`config.mk`:
```
export PLATFORM = sky130hd
export DESIGN_NAME = cella_ctrl
export DESIGN_NICKNAME = d
export VERILOG_FILES = /design/src/rtl/cella_pkg.sv /design/src/rtl/cella_timer.sv /design/src/rtl/cella_ctrl.sv
export SDC_FILE = /design/constraint.sdc
export NUM_CORES = 1
export LEC_CHECK = 0
export CAP_MARGIN = 30
export CORE_MARGIN = 10
export CORE_UTILIZATION = 37
export CTS_CLUSTER_DIAMETER = 120
export DETAILED_ROUTE_END_ITERATION = 6
export PLACE_DENSITY = 0.69
export SKIP_CTS_REPAIR_TIMING = 1
export SLEW_MARGIN = 40
export SYNTH_ARGS = -nofsm -noshare
export SYNTH_HDL_FRONTEND = slang
export SYNTH_SLANG_ARGS = --single-unit
```
`constraint.sdc`:
```
create_clock -name clk -period 1.9 [get_ports clk]
set_clock_uncertainty 0.2 [all_clocks]
set_input_delay 0.285 -clock clk [delete_from_list [all_inputs] [get_ports clk]]
set_output_delay 0.285 -clock clk [all_outputs]
set_load 0.02 [all_outputs]
```
`src/rtl/cella_pkg.sv`:
```
// cella_pkg: op encodings and sequencer state shared by the CELLA controller and row decoder
package cella_pkg;
  localparam logic [1:0] OP_WRITE  = 2'b00;
  localparam logic [1:0] OP_SEARCH = 2'b01;
  localparam logic [1:0] OP_MAC    = 2'b10;
  localparam logic [1:0] OP_MACB   = 2'b11;
  typedef enum logic [2:0] {IDLE, SETUP, ACTIVE, RECOV, RESP} state_e;
endpackage

```
`src/rtl/cella_timer.sv`:
```
// cella_timer: loadable down-counter with terminal flag at zero
module cella_timer #(
  parameter int CNT_W = 4
) (
  input  logic             clk,
  input  logic             rst,
  input  logic             load_i,
  input  logic [CNT_W-1:0] val_i,
  output logic [CNT_W-1:0] cnt_o,
  output logic             tc_o
);
  logic [CNT_W-1:0] cnt_q, cnt_d;
  // load wins; otherwise count down and park at zero
  always_comb cnt_d = load_i ? val_i : (cnt_q != '0 ? cnt_q - 1'b1 : cnt_q);
  // counter register
  always_ff @(posedge clk) cnt_q <= rst ? '0 : cnt_d;
  assign cnt_o = cnt_q;
  assign tc_o  = cnt_q == '0;
endmodule

```
`src/rtl/cella_ctrl.sv`:
```
// cella_ctrl: one-command-at-a-time sequencer driving the CELLA row decoder
module cella_ctrl
  import cella_pkg::*;
#(
  parameter int WRITE_CYCLES   = 2,
  parameter int TIMEOUT_CYCLES = 15,
  parameter int PRECH_CYCLES   = 1,
  parameter int CNT_W          = 4
) (
  input  logic       clk,
  input  logic       rst,
  input  logic       cmd_valid,
  output logic       cmd_ready,
  input  logic [1:0] cmd_op,
  input  logic [1:0] cmd_addr,
  input  logic [3:0] cmd_data,
  output logic       cs,
  output logic       MAC_en,
  output logic       read_bar,
  output logic       w_en,
  output logic [1:0] addr,
  output logic [3:0] data,
  output logic       pre,
  input  logic       dummy_done,
  input  logic [3:0] sense,
  output logic       rsp_valid,
  output logic [3:0] rsp_data,
  output logic       rsp_err
);
  localparam logic [CNT_W-1:0] WR_LD = CNT_W'(WRITE_CYCLES - 1);
  localparam logic [CNT_W-1:0] TO_LD = CNT_W'(TIMEOUT_CYCLES - 1);
  localparam logic [CNT_W-1:0] PR_LD = CNT_W'(PRECH_CYCLES - 1);

  state_e           state_q;
  logic [1:0]       op_q, addr_q;
  logic [3:0]       data_q, cap_q, rsp_data_q;
  logic             err_q, rsp_err_q, rsp_valid_q, cmd_ready_q;
  logic             cs_q, pre_q, w_en_q, mac_en_q, read_bar_q;
  logic [CNT_W-1:0] tmr_cnt, tmr_val;
  logic             tmr_tc, tmr_load, is_wr, hit, leave_act;

  assign is_wr = op_q == OP_WRITE;
  // the timer still holds its load value on the first ACTIVE cycle, before wordlines have risen
  assign hit       = !is_wr && dummy_done && tmr_cnt != TO_LD;
  assign leave_act = state_q == ACTIVE && (hit || tmr_tc);
  assign tmr_load  = state_q == SETUP || leave_act;
  assign tmr_val   = state_q == SETUP ? (is_wr ? WR_LD : TO_LD) : PR_LD;

  cella_timer #(.CNT_W(CNT_W)) u_timer (
    .clk   (clk),
    .rst   (rst),
    .load_i(tmr_load),
    .val_i (tmr_val),
    .cnt_o (tmr_cnt),
    .tc_o  (tmr_tc)
  );

  // sequencer FSM; every decoder and response output is a register set on the transition into its state
  always_ff @(posedge clk) begin
    if (rst) begin
      state_q     <= IDLE;
      op_q        <= OP_WRITE;
      addr_q      <= '0;
      data_q      <= '0;
      cap_q       <= '0;
      err_q       <= 1'b0;
      cs_q        <= 1'b0;
      pre_q       <= 1'b1;
      w_en_q      <= 1'b0;
      mac_en_q    <= 1'b0;
      read_bar_q  <= 1'b0;
      cmd_ready_q <= 1'b1;
      rsp_valid_q <= 1'b0;
      rsp_data_q  <= '0;
      rsp_err_q   <= 1'b0;
    end else begin
      case (state_q)
        IDLE: if (cmd_valid) begin
          state_q     <= SETUP;
          op_q        <= cmd_op;
          addr_q      <= cmd_addr;
          data_q      <= cmd_data;
          cmd_ready_q <= 1'b0;
          pre_q       <= 1'b0;
          w_en_q      <= cmd_op == OP_WRITE;
          mac_en_q    <= cmd_op[1];
          read_bar_q  <= cmd_op[1] & cmd_op[0];
        end
        SETUP: begin
          state_q <= ACTIVE;
          cs_q    <= 1'b1;
        end
        ACTIVE: if (leave_act) begin
          state_q <= RECOV;
          cs_q    <= 1'b0;
          pre_q   <= 1'b1;
          cap_q   <= hit ? sense : 4'h0;
          err_q   <= !hit && !is_wr;
        end
        RECOV: if (tmr_tc) begin
          state_q     <= RESP;
          rsp_valid_q <= 1'b1;
          rsp_data_q  <= cap_q;
          rsp_err_q   <= err_q;
          w_en_q      <= 1'b0;
          mac_en_q    <= 1'b0;
          read_bar_q  <= 1'b0;
        end
        RESP: begin
          state_q     <= IDLE;
          rsp_valid_q <= 1'b0;
          cmd_ready_q <= 1'b1;
        end
        default: state_q <= IDLE;
      endcase
    end
  end

  assign cmd_ready = cmd_ready_q;
  assign cs        = cs_q;
  assign pre       = pre_q;
  assign w_en      = w_en_q;
  assign MAC_en    = mac_en_q;
  assign read_bar  = read_bar_q;
  assign addr      = addr_q;
  assign data      = data_q;
  assign rsp_valid = rsp_valid_q;
  assign rsp_data  = rsp_data_q;
  assign rsp_err   = rsp_err_q;
endmodule

```
# == Yosys cells after proc, flatten, opt, wreduce, memory -nomap -nowiden ==
# Cells that the tools add are included.
# classes
n_addsub,1
n_eq_ne,8
n_mux,24
bitwise_logic,1
reduce_logical,28
# op_table
cell,n
two-way mux 4 bit,5
one-hot mux 1 bit (2 select lines),7
one-hot mux 3 bit (4 select lines),1
AND reduction 2 bit,6
nonzero test 2 bit,6
two-way mux 3 bit,3
AND reduction 3 bit,3
two-way mux 1 bit,8
"equality test 3 x 2 -> 1 bit, second input constant",2
"!= test 2 bit, second input constant",3
logical AND 1 bit,4
logical NOT 2 bit,2
logical NOT 4 bit,1
"!= test 4 bit, second input constant",1
nonzero test 4 bit,1
"subtractor 4 x 1 -> 4 bit, second input constant",1
"equality test 3 x 1 -> 1 bit, second input constant",1
"equality test 3 bit, second input constant",1
logical NOT 3 bit,1
logical NOT 1 bit,2
logical OR 1 bit,2
bitwise AND 1 bit,1
# totals
regBits,32
input_bits,16
elab_cells,78

# == Logic depth before layout (Yosys ltp) ==
# logic_depth
word_depth,8
ltp_mapped,6
ltp_nobuf,6

# == Modules after synthesis ==
# Synthesis repeated with hierarchy kept, for this count alone.
# unflattened
hier_cells,164
hier_area_um2,1421.4
# modules_own_cells
mod,n_inst,cells_each,area_each_um2
cella_ctrl,1,135,1188.6
cella_timer,1,29,232.7

# == Worst setup path before layout ==
# OpenSTA, ideal clock, no wires.
# synth_timing
path_kind,register -> register
startpoint,"register u_timer.cnt_q[0], in the netlist u_timer.cnt_o[0]"
endpoint,register cap_q[0]
setup_time_ps,117
t_arrival_ps,1366
setup_slack_ps,217
stages_incl_launch_ff,7
n_path_buf,0
cell_sequence,dfxtp_1 inv_1 ha_1 or3b_1 o21ai_2 a21oi_2 a22o_1
# synth_between
elab_chain_len,5
word_cells_on_any_way,7
# synth_lines
element,line_no,source
start: declaration,cella_timer.sv:12,"logic [CNT_W-1:0] cnt_q, cnt_d;"
start signal: assignment,cella_timer.sv:16,always_ff @(posedge clk) cnt_q <= rst ? '0 : cnt_d;
!= test 4 bit,cella_ctrl.sv:44,assign hit = !is_wr && dummy_done && tmr_cnt != TO_LD;
logical AND 1 bit,cella_ctrl.sv:44,
logical OR 1 bit,cella_ctrl.sv:45,assign leave_act = state_q == ACTIVE && (hit || tmr_tc);
logical AND 1 bit,cella_ctrl.sv:45,
AND reduction 2 bit (no line),--,
end signal: assignment,cella_ctrl.sv:97,cap_q <= hit ? sense : 4'h0;
end: declaration,cella_ctrl.sv:36,"logic [3:0] data_q, cap_q, rsp_data_q;"
# Parallel ways exist; a longest one is shown, timed or not.
# A chain may end at the register's enable or synchronous reset.

# == Final worst setup path ==
# Same ends and word-level chain as after synthesis.

==> summary.txt <==
Run status
  – Status: complete, no violations

Routing
  – Initial drt markers: 99
  – Routed len/inst: 14.54 µm
  – Final wirelength: 3.519 mm
  – Vias: 1236
  – Pre-antenna DRT Iters: 4
  – DR DRC count: 0
  – DR vias/cell: 5.107
  – Post-route ant nets: 0

Synth
  – Synth cell types: 49
  – Post-synth top cells: 32 x dfxtp_1, 20 x nand2_1, 13 x a21oi_1, 8 x nor2_1
  – Syn Inst Count: 149
  – Post-synth ARST share: 0%
  – Number of synthesized flops with an enable pin: 0
  – Ys flop type: dfxtp_1
  – Mapped cell area: 0.001421 mm²
  – Largest area contributor in the netlist: dfxtp_1
  – Syn_area_per_cell: 9.539 µm²
  – Area contributors post-synth: dfxtp_1 45%, nand2_1 5.3%, a21oi_1 4.6%
  – Share of the synthesized area in the top cell type: 45.07%
  – Most common cell in the netlist: dfxtp_1
  – Register bit total from synthesis: 32
  – Yosys synthesis warning count: 0
  – Sequential area share after synthesis: 45.07%
  – Syn nets: 167

GRT
  – Most used routing layer in global routing: met2
  – Largest net degree at the start of global routing: 13
  – Met2 usage: 18.03%
  – Vias in the first global route: 1257
  – Remaining global-route overflow: 0
  – Antenna violations before repair: 0
  – Met1 Usage GRT: 12.71%
  – Grt met3 use: 4.913%
  – First-pass GRT wire length: 5.927 mm
  – Total Routing Usage GR: 11.13%

Min path
  – Min-delay src: pre
  – Worst min path class: reg2reg

Placed design
  – DP Wirelength: 2.705 mm
  – Placed cell count: 233
  – GPL Wtd Cong: 0.8264
  – Port bufs: 33

Cells and area
  – Layout Utilization: 53.70%
  – Layout cell share with drive strength beyond 1: 17.53%
  – Final nets: 211
  – Finished Layout Cells: 242
  – Multi-input gate area: 740.7 µm²
  – Filler cell count: 356
  – Area growth, synth to finish: 39.35%
  – N_diodes: 0
  – Flip-flop and latch area: 640.6 µm²

Pwr
  – Clock power frac: 26.8%
  – PD cells: 1196 mW/mm²
  – Max rail drop VDD: 0.5159 mV
  – Reg power frac: 35.7%
  – Switching Share: 33.96%
  – P_sw: 0.0008049 W
  – Combinational group share of total power: 37.5%
  – Pint: 0.001565 W
  – Leakage: 0.7693 nW

STA
  – Final min period: 1832 ps
  – Final setup violation count: 0
  – Final Hold Fails: 0
  – Slew at the pin with the worst max-slew slack: 419.7 ps
  – Upper clock frequency limit: 0.5458 GHz
  – Period utilization: 96.42%
  – Max-slew headroom: 72.02%
  – Slew Viols, Final: 0

Clock network
  – CTS Buf Count: 5
  – Clock latency on the worst-skew pair: 280 ps
  – Clk sink count: 32
  – Root Buffer: clkbuf_8
  – CTS tree: yes
  – H-tree depth: 2
  – Worst-path clk slew: 70 ps
  – Clock Path Buffers: 2

Setup path
  – Setup Crit Path Kind: reg2reg
  – Reg-to-Reg Start: u_timer.cnt_o[0]
  – Critical Path RT: 1870 ps
  – Endpoint class of the critical path: flip-flop
  – CP Launch Point: u_timer.cnt_o[0]
  – Critical path fanouts, max: 5
  – FF-to-FF setup slack: 70 ps
  – Crit path DAT: 1800 ps
  – CP startpoint kind: flip-flop

Die
  – Row cnt: 22
  – Core area: 0.003689 mm²
  – Die Span Y: 81.98 µm
  – Die Wd: 81.98 µm
  – Die ar.: 0.006721 mm²
  – I/O pin total: 34
  – Initial Util: 38.53%

Flow run
  – Max-cap viol count: 0
logic make-up after synthesis:
logic type / count (synthesis) / synth area share (%)
AO/OA/AOI/OAI: 38 / 19.01
buffers and inverters: 11 / 4.048
adder cells (fa/ha/maj): 2 / 1.760
AND/OR/NAND/NOR: 59 / 25.44
XOR/XNOR: 3 / 1.849
flip-flops: 32 / 45.07
multiplexers: 4 / 2.817
registers in the layout, indices dropped and copies added, names as in the netlist:
register       cells
cap_q              4
data               4
rsp_data           4
u_timer.cnt_o      4
state_q            3
addr               2
op_q               2
MAC_en             1
cmd_ready          1
cs                 1
err_q              1
pre                1
read_bar           1
rsp_err            1
rsp_valid          1
w_en               1
final timing paths:
kind,endpoint,cells after the start
worst min-delay path,pre,2
worst min register to register,pre,2
worst max-delay path,cap_q[0],6
worst max register to register,cap_q[0],6
final cells by class:
| type | count | area share (%) |
|---|---|---|
| Tap cell | 48 | 3.032 |
| Inverter | 4 | 0.7581 |
| Timing Repair Buffer | 44 | 20.85 |
| Sequential cell | 32 | 32.34 |
| Multi-Input combinational cell | 106 | 37.40 |
| Clock buffer | 5 | 3.474 |
| Clock inverter | 3 | 2.148 |
through the flow:
stage	total power, W	instance area, µm²	setup TNS (ps)	hold WS, ps	setup slack, ps
after floorplan	0.001427	1421	0	210.6	216.9
after global placement	0.001666	1844	-1189	244.9	-120.6
after detailed placement	0.001691	1844	-1756	240.1	-182.4
after CTS	0.002336	1956	0	254.4	47.72
after global routing	0.002524	1981	-36.56	269.2	-12.75
final	0.002370	1981	0	251.5	67.95
worst max-delay path, cell delays in order, from the launching register on:
cell and delay [ps]:
dfxtp_1 320, inv_1 100, ha_2 210, or3b_1 420, o21ai_4 120, a21oi_4 100, a22o_1 240
power by group through the flow:
stage	Clock, W	Combinational (W)	Sequential, W
final	0.000635	0.000889	0.000846
after global routing	0.000681	0.000984	0.000860
after CTS	0.000651	0.000838	0.000846
after detailed placement	0	0.000831	0.000860
after global placement	0	0.000813	0.000854
after floorplan	0	0.000546	0.000882
per-layer routing:
layer  up-vias  wire length, µm  part of all wire, %
li1        615                -                    -
met1       588             1472                   42
met2        29             1773                   50
met3         4              238                  6.8
met4         0               35                 0.99
met5         -                0                    0
placed cells by master, fill, tap and decap left out, types with 2 or more instances in the layout:
cell type        count
xor2_1               2
a22o_1               5
buf_4               11
and2b_1              2
nor3_1               2
o32ai_1              4
nor2_1               8
dfxtp_1             32
mux2i_1              4
inv_1                3
o21ai_1              2
nand2_1             20
o21ai_0              3
a21oi_1             13
nor3b_1              2
a221o_1              2
clkdlybuf4s50_1     33
nand2b_1             3
nand3_1              5
clkbuf_8             5
Note: power is estimated with default switching activity, not from simulation.
